`config.mk`:
```
export PLATFORM = sky130hd
export DESIGN_NAME = ram_arbiter_flat
export DESIGN_NICKNAME = d
export VERILOG_FILES = /design/src/rtl/ram_arb_pkg.sv /design/src/rtl/ram_arbiter_if.sv /design/src/rtl/rr_pick2.sv /design/src/rtl/ram_arbiter.sv /design/src/flat_wrapper.sv
export SDC_FILE = /design/constraint.sdc
export NUM_CORES = 1
export LEC_CHECK = 0
export ABC_AREA = 1
export BUFFER_PORTS_ARGS = -buffer_cell sky130_fd_sc_hd__buf_2
export CORE_AREA = 8 8 106 108
export CTS_BUF_LIST = sky130_fd_sc_hd__clkbuf_8 sky130_fd_sc_hd__clkbuf_16
export CTS_CLUSTER_DIAMETER = 150
export DETAILED_ROUTE_END_ITERATION = 7
export DIE_AREA = 0 0 114 116
export GPL_TIMING_DRIVEN = 0
export PLACE_DENSITY = 0.89
export SLEW_MARGIN = 30
export SYNTH_ARGS = -nofsm -noshare
export SYNTH_HDL_FRONTEND = slang
export SYNTH_HIERARCHICAL = 1
export SYNTH_SLANG_ARGS = --single-unit
```
`constraint.sdc`:
```
create_clock -name clk -period 2.3 [get_ports clk]
set_input_delay 0.23 -clock clk [delete_from_list [all_inputs] [get_ports clk]]
set_output_delay 0.23 -clock clk [all_outputs]
set_load 0.1 [all_outputs]
```
`src/rtl/ram_arb_pkg.sv`:
```
// Shared widths and encodings for the two-port RAM arbiter.
// Imported by the interface, the picker and the arbiter top.
package ram_arb_pkg;

    localparam int ADDR_W = 5;
    localparam int DATA_W = 32;

    typedef enum logic {
        IDLE   = 1'b0,
        ACCESS = 1'b1
    } state_e;

    typedef enum logic {
        PORT_A = 1'b0,
        PORT_B = 1'b1
    } port_e;

endpackage

```
`src/rtl/ram_arbiter_if.sv`:
```
// Requester-side bundle of the arbiter: both request ports plus busy.
// master = requesters, slave = arbiter.
interface ram_arbiter_if;
    import ram_arb_pkg::*;

    logic              req_a;
    logic              req_b;
    logic              we_a;
    logic              we_b;
    logic [ADDR_W-1:0] addr_a;
    logic [ADDR_W-1:0] addr_b;
    logic [DATA_W-1:0] wdata_a;
    logic [DATA_W-1:0] wdata_b;
    logic              gnt_a;
    logic              gnt_b;
    logic              rvalid_a;
    logic              rvalid_b;
    logic [DATA_W-1:0] rdata_a;
    logic [DATA_W-1:0] rdata_b;
    logic              busy;

    modport master (
        output req_a, req_b, we_a, we_b,
        output addr_a, addr_b, wdata_a, wdata_b,
        input  gnt_a, gnt_b, rvalid_a, rvalid_b,
        input  rdata_a, rdata_b, busy
    );

    modport slave (
        input  req_a, req_b, we_a, we_b,
        input  addr_a, addr_b, wdata_a, wdata_b,
        output gnt_a, gnt_b, rvalid_a, rvalid_b,
        output rdata_a, rdata_b, busy
    );

endinterface

```
`src/rtl/rr_pick2.sv`:
```
// Two-way round-robin winner select.
// pri breaks the tie only when both ports request.
module rr_pick2
    import ram_arb_pkg::*;
(
    input  logic  req_a,
    input  logic  req_b,
    input  port_e pri,
    output logic  win_valid,
    output port_e win_sel
);

    always_comb begin
        win_valid = req_a | req_b;
        win_sel   = PORT_A;
        if (req_a && req_b) begin
            win_sel = pri;
        end else if (req_b) begin
            win_sel = PORT_B;
        end
    end

endmodule

```
`src/rtl/ram_arbiter.sv`:
```
// Round-robin arbiter/sequencer sharing one single-port RAM between
// two requesters; one registered access per two cycles.
module ram_arbiter
    import ram_arb_pkg::*;
(
    input  logic              clk,
    input  logic              rst_n,
    ram_arbiter_if.slave      bus,
    output logic              ram_ena,
    output logic              ram_wena,
    output logic [ADDR_W-1:0] ram_addr,
    output logic [DATA_W-1:0] ram_data_in,
    input  logic [DATA_W-1:0] ram_data_out
);

    state_e            state_q;
    port_e             pri_q;
    port_e             sel_q;
    logic              gnt_a_q;
    logic              gnt_b_q;
    logic              rvalid_a_q;
    logic              rvalid_b_q;
    logic [DATA_W-1:0] rdata_a_q;
    logic [DATA_W-1:0] rdata_b_q;
    logic              busy_q;
    logic              ram_ena_q;
    logic              ram_wena_q;
    logic [ADDR_W-1:0] ram_addr_q;
    logic [DATA_W-1:0] ram_data_in_q;

    logic              win_valid;
    port_e             win_sel;

    rr_pick2 u_pick (
        .req_a     (bus.req_a),
        .req_b     (bus.req_b),
        .pri       (pri_q),
        .win_valid (win_valid),
        .win_sel   (win_sel)
    );

    // ram_ena is already high in ACCESS, so a reset landing on that
    // edge still lets the RAM finish a pending write.
    always_ff @(posedge clk) begin
        if (!rst_n) begin
            state_q       <= IDLE;
            pri_q         <= PORT_A;
            sel_q         <= PORT_A;
            gnt_a_q       <= 1'b0;
            gnt_b_q       <= 1'b0;
            rvalid_a_q    <= 1'b0;
            rvalid_b_q    <= 1'b0;
            rdata_a_q     <= '0;
            rdata_b_q     <= '0;
            busy_q        <= 1'b0;
            ram_ena_q     <= 1'b0;
            ram_wena_q    <= 1'b0;
            ram_addr_q    <= '0;
            ram_data_in_q <= '0;
        end else begin
            unique case (state_q)
                IDLE: begin
                    rvalid_a_q <= 1'b0;
                    rvalid_b_q <= 1'b0;
                    if (win_valid) begin
                        state_q   <= ACCESS;
                        sel_q     <= win_sel;
                        pri_q     <= (win_sel == PORT_A) ? PORT_B : PORT_A;
                        busy_q    <= 1'b1;
                        ram_ena_q <= 1'b1;
                        gnt_a_q   <= (win_sel == PORT_A);
                        gnt_b_q   <= (win_sel == PORT_B);
                        if (win_sel == PORT_B) begin
                            ram_wena_q    <= bus.we_b;
                            ram_addr_q    <= bus.addr_b;
                            ram_data_in_q <= bus.wdata_b;
                        end else begin
                            ram_wena_q    <= bus.we_a;
                            ram_addr_q    <= bus.addr_a;
                            ram_data_in_q <= bus.wdata_a;
                        end
                    end
                end
                ACCESS: begin
                    state_q    <= IDLE;
                    busy_q     <= 1'b0;
                    gnt_a_q    <= 1'b0;
                    gnt_b_q    <= 1'b0;
                    ram_ena_q  <= 1'b0;
                    ram_wena_q <= 1'b0;
                    if (!ram_wena_q) begin
                        if (sel_q == PORT_B) begin
                            rdata_b_q  <= ram_data_out;
                            rvalid_b_q <= 1'b1;
                        end else begin
                            rdata_a_q  <= ram_data_out;
                            rvalid_a_q <= 1'b1;
                        end
                    end
                end
                default: state_q <= IDLE;
            endcase
        end
    end

    assign bus.gnt_a    = gnt_a_q;
    assign bus.gnt_b    = gnt_b_q;
    assign bus.rvalid_a = rvalid_a_q;
    assign bus.rvalid_b = rvalid_b_q;
    assign bus.rdata_a  = rdata_a_q;
    assign bus.rdata_b  = rdata_b_q;
    assign bus.busy     = busy_q;
    assign ram_ena      = ram_ena_q;
    assign ram_wena     = ram_wena_q;
    assign ram_addr     = ram_addr_q;
    assign ram_data_in  = ram_data_in_q;

endmodule

```
`src/flat_wrapper.sv`:
```
// flat-port wrapper written by rule: the top's interface ports become plain ports
module ram_arbiter_flat import ram_arb_pkg::*;
  (clk, rst_n, ram_ena, ram_wena, ram_addr, ram_data_in, ram_data_out, bus_req_a, bus_req_b, bus_we_a, bus_we_b, bus_addr_a, bus_addr_b, bus_wdata_a, bus_wdata_b, bus_gnt_a, bus_gnt_b, bus_rvalid_a, bus_rvalid_b, bus_rdata_a, bus_rdata_b, bus_busy);
  ram_arbiter_if bus_i ();
  input  logic clk;
  input  logic rst_n;
  output logic ram_ena;
  output logic ram_wena;
  output logic [ADDR_W-1:0] ram_addr;
  output logic [DATA_W-1:0] ram_data_in;
  input  logic [DATA_W-1:0] ram_data_out;
  input wire logic [$bits(bus_i.req_a)-1:0] bus_req_a;
  input wire logic [$bits(bus_i.req_b)-1:0] bus_req_b;
  input wire logic [$bits(bus_i.we_a)-1:0] bus_we_a;
  input wire logic [$bits(bus_i.we_b)-1:0] bus_we_b;
  input wire logic [$bits(bus_i.addr_a)-1:0] bus_addr_a;
  input wire logic [$bits(bus_i.addr_b)-1:0] bus_addr_b;
  input wire logic [$bits(bus_i.wdata_a)-1:0] bus_wdata_a;
  input wire logic [$bits(bus_i.wdata_b)-1:0] bus_wdata_b;
  output wire logic [$bits(bus_i.gnt_a)-1:0] bus_gnt_a;
  output wire logic [$bits(bus_i.gnt_b)-1:0] bus_gnt_b;
  output wire logic [$bits(bus_i.rvalid_a)-1:0] bus_rvalid_a;
  output wire logic [$bits(bus_i.rvalid_b)-1:0] bus_rvalid_b;
  output wire logic [$bits(bus_i.rdata_a)-1:0] bus_rdata_a;
  output wire logic [$bits(bus_i.rdata_b)-1:0] bus_rdata_b;
  output wire logic [$bits(bus_i.busy)-1:0] bus_busy;
  assign bus_i.req_a = bus_req_a;
  assign bus_i.req_b = bus_req_b;
  assign bus_i.we_a = bus_we_a;
  assign bus_i.we_b = bus_we_b;
  assign bus_i.addr_a = bus_addr_a;
  assign bus_i.addr_b = bus_addr_b;
  assign bus_i.wdata_a = bus_wdata_a;
  assign bus_i.wdata_b = bus_wdata_b;
  assign bus_gnt_a = bus_i.gnt_a;
  assign bus_gnt_b = bus_i.gnt_b;
  assign bus_rvalid_a = bus_i.rvalid_a;
  assign bus_rvalid_b = bus_i.rvalid_b;
  assign bus_rdata_a = bus_i.rdata_a;
  assign bus_rdata_b = bus_i.rdata_b;
  assign bus_busy = bus_i.busy;
  ram_arbiter u_core (.clk(clk), .rst_n(rst_n), .bus(bus_i), .ram_ena(ram_ena), .ram_wena(ram_wena), .ram_addr(ram_addr), .ram_data_in(ram_data_in), .ram_data_out(ram_data_out));
endmodule
```
==> flow_summary.yaml <==
synth:
  avgSynthCellArea_um2: 6.64
  yosysMostFrequentCell: "nand2_1"
  synth_edf_count: 0
  ys_ff_latch: 110
  synth_top_area_share_pct: 47.2
  synth.cell_area_mm2: 0.00466
  yosys.area.top_type: "dfxtp_1"
  netlist_instances: 702
  synth-main-ff-cell: "dfxtp_1"
  synth_warnings: 6
  synth_nets: 814
  synth_common_cells: "nand2_1, nor2_1, dfxtp_1, a21oi_1, inv_1"
  synth_seq_area_share_pct: 47.2
  synth.distinct_cells: 17
  async_flop_share_pct: 0
  ys_top_cells_by_area: "dfxtp_1, nand2_1, nor2_1, nand3b_1, a21oi_1"
floorplan:
  start_util_pct: 48.8
  die-area_mm2: 0.0132
  num_rows: 36
  ioPinCount: 220
  die_h_um: 116
  die_w_um: 114
  core-area_mm2: 0.00955
hold_path:
  hp-start: "ram_data_out[30]"
  holdPathEnd: "u_core/bus.rdata_b[30]"
  hold_path_class: "in2reg"
  hold_path_depth: 3
critical_path:
  cp_data_arrival_time_ns: 1.35
  cp.required_ns: 2.07
  critPathMaxFanout: 3
  r2r-end: "u_core/ram_data_in[29]"
  crit_chain: "buf_4 -> buf_2"
  reg2reg_depth: 7
  criticalPathCategory: "reg2out"
  worst_path_largest_cell_delay_ns: 0.45
  crit_path_end_kind: "primary output"
  start_kind: "register"
  r2r_start: "u_core/pri_q"
  r2r_setup_slack_ns: 0.80
  crit_slowest_cell: "dfxtp_1"
  path_delay_family: "buffers and inverters"
  worst-path-buf-inv: 2
global_routing:
  grt_usage_pct: 22.0
  grt_pass1_wl_mm: 23.5
  antenna_found_initial: 0
  grt_max_degree: 19
  overflow: 0
  grt_pass1_vias: 4935
pwr:
  power_density_mw_per_mm2: 789
  leakage_nw: 3.42
  irDropWorstVdd_v: 0.000325
layout:
  fin_nets: 1044
  fin_area_mm2: 0.00611
  drive_above_1_share_pct: 27.7
  syn2layout_area_growth_pct: 31.0
  diodes: 0
sta:
  drv_slew: 0
  setup_tns_ns: 0
  fin_skew_ns: 0.0147
  final_hold_viol_count: 0
  rsz0062_at_grt: "false"
  setup_slack_ns: 0.716
  tightest_slew_ns: 0.536
  period_needed_ns: 1.58
  fmax_mhz: 631
  slew_headroom_pct: 64.5
  post-route-period-util_pct: 68.9
  finalSetupViolCount: 0
cts:
  postCtsHoldBufs: 0
  path_clk_slew_ns: 0.11
  cts_tree: "built"
  numClockSinks: 110
  cts_resized: 0
  insertion_delay_ns: 0.36
  cts_buffer_depth: 2
  cts.root.buffer_cell: "clkbuf_8"
  post_cts.repair.setup_buffers: 0
  cts_max_level: 3
  cts_buffers: 9
status:
  status: "finished, final reports clean"
detailed_routing:
  drt_wl_total_mm: 14.7
  drc: 0
  dr.pass1.iters: 5
  via_count: 5046
  avgRoutedWirePerCell_um: 13.7
  dr.first_iter.drc_count: 293
  via_per_inst: 4.72
  drt.antenna.violating_nets: 0
place:
  place_hpwl_mm: 11.6
  place_ws_ns: 0.738
  gp_congestion: 0.826
  port_buffers: 219
  dpl_cell_area_mm2: 0.00592
flow_run:
  max-cap-violations: 0
## report_power, final
| group | internal, mW | total, mW | switching, mW | leakage, nW |
|---|---|---|---|---|
| clock | 0.431 | 1.08 | 0.651 | 0.0984 |
| sequential | 2.03 | 2.10 | 0.0656 | 0.901 |
| combinational | 0.312 | 1.64 | 1.33 | 2.42 |
| total | 2.78 | 4.82 | 2.04 | 3.42 |
## flip-flops by register name, indices dropped and copies added, names as in the netlist
signal and count:
u_core/bus.gnt_b 1, u_core/ram_ena 1, u_core/state_q 1, u_core/ram_wena 1, u_core/bus.rvalid_a 1, u_core/sel_q 1, u_core/bus.rvalid_b 1, u_core/ram_addr 5
u_core/ram_data_in 32, u_core/bus.rdata_b 32, u_core/pri_q 1, u_core/bus.gnt_a 1, u_core/bus.rdata_a 32
## how the worst max path moves through the flow
stage / endpoint / cells past startpoint / slack [ns] / start
after floorplan: u_core/bus.rdata_b[10] / 5 / 0.58 / u_core/ram_wena
after global placement: u_core/ram_data_in[5] / 6 / 0.80 / bus_req_b
after detailed placement: u_core/ram_addr[3] / 6 / 0.74 / bus_req_b
after CTS: ram_ena / 2 / 0.71 / u_core/ram_ena
after global routing: u_core/ram_data_in[24] / 8 / 0.66 / u_core/pri_q
final: ram_ena / 2 / 0.72 / u_core/ram_ena
## layout by cell type, fill, tap and decap left out
cell      synthesis  routed
nand2_1         296     296
buf_2            20     239
nor2_1          133     133
dfxtp_1         110     110
a21oi_1          43      43
inv_1            36      37
nand3b_1         33      33
clkbuf_1         11      11
clkbuf_8          0      10
buf_1            10      10
inv_6             0       2
clkinv_4          0       2
buf_4             2       2
buf_6             2       2
clkinv_2          0       1
nor3_2            1       1
inv_2             1       1
nor3_1            1       1
o21ai_1           1       1
or2_1             1       1
nand3_1           1       1
## cells by family after synthesis
family	Yosys count	share of synthesized area [%]
AND/OR/NAND/NOR	466	40.4
flip-flops	110	47.2
buffers and inverters	82	7.62
AO/OA/AOI/OAI	44	4.72
## stage by stage
step | hold slack (ns) | cells | utilization, % | power, mW
2_1_floorplan | 0.365 | 702 | - | 3.43
3_3_place_gp | 0.443 | 1054 | 62.0 | 3.76
3_5_place_dp | 0.452 | 1054 | 62.0 | 3.78
4_1_cts | 0.0749 | 1070 | 63.9 | 4.85
5_1_grt | 0.0826 | 1070 | 63.9 | 5.03
6_report | 0.0942 | 1070 | 63.9 | 4.82
## layer usage
metal  share of wire [%]  track usage [%]  wire length, um  vias to the layer above
met3                  10             7.09             1510                       24
li1                    -                -                -                     2583
met2                  47             38.4             6960                      251
met5                   0                0                0                        -
met1                  41             24.7             6010                     2188
met4                 1.5             7.54              222                        0
## worst register-to-register path: cells and delay by family (launching register included)
family | cells | cell delay, ns
buffers and inverters | 1 | 0.43
DFF | 1 | 0.35
AOI/OAI and AO/OA | 1 | 0.11
and+or+nand+nor | 5 | 0.56
## cell type report
type | instances | area, um^2
Buffer | 45 | 216
Inverter | 37 | 139
Multi-Input combinational cell | 510 | 2100
Timing Repair Buffer | 219 | 1100
Clock inverter | 6 | 43.8
Fill cell | 927 | 3440
Sequential cell | 110 | 2200
Clock buffer | 10 | 138
Tap cell | 133 | 166
Power figures use the tool's default switching activity.
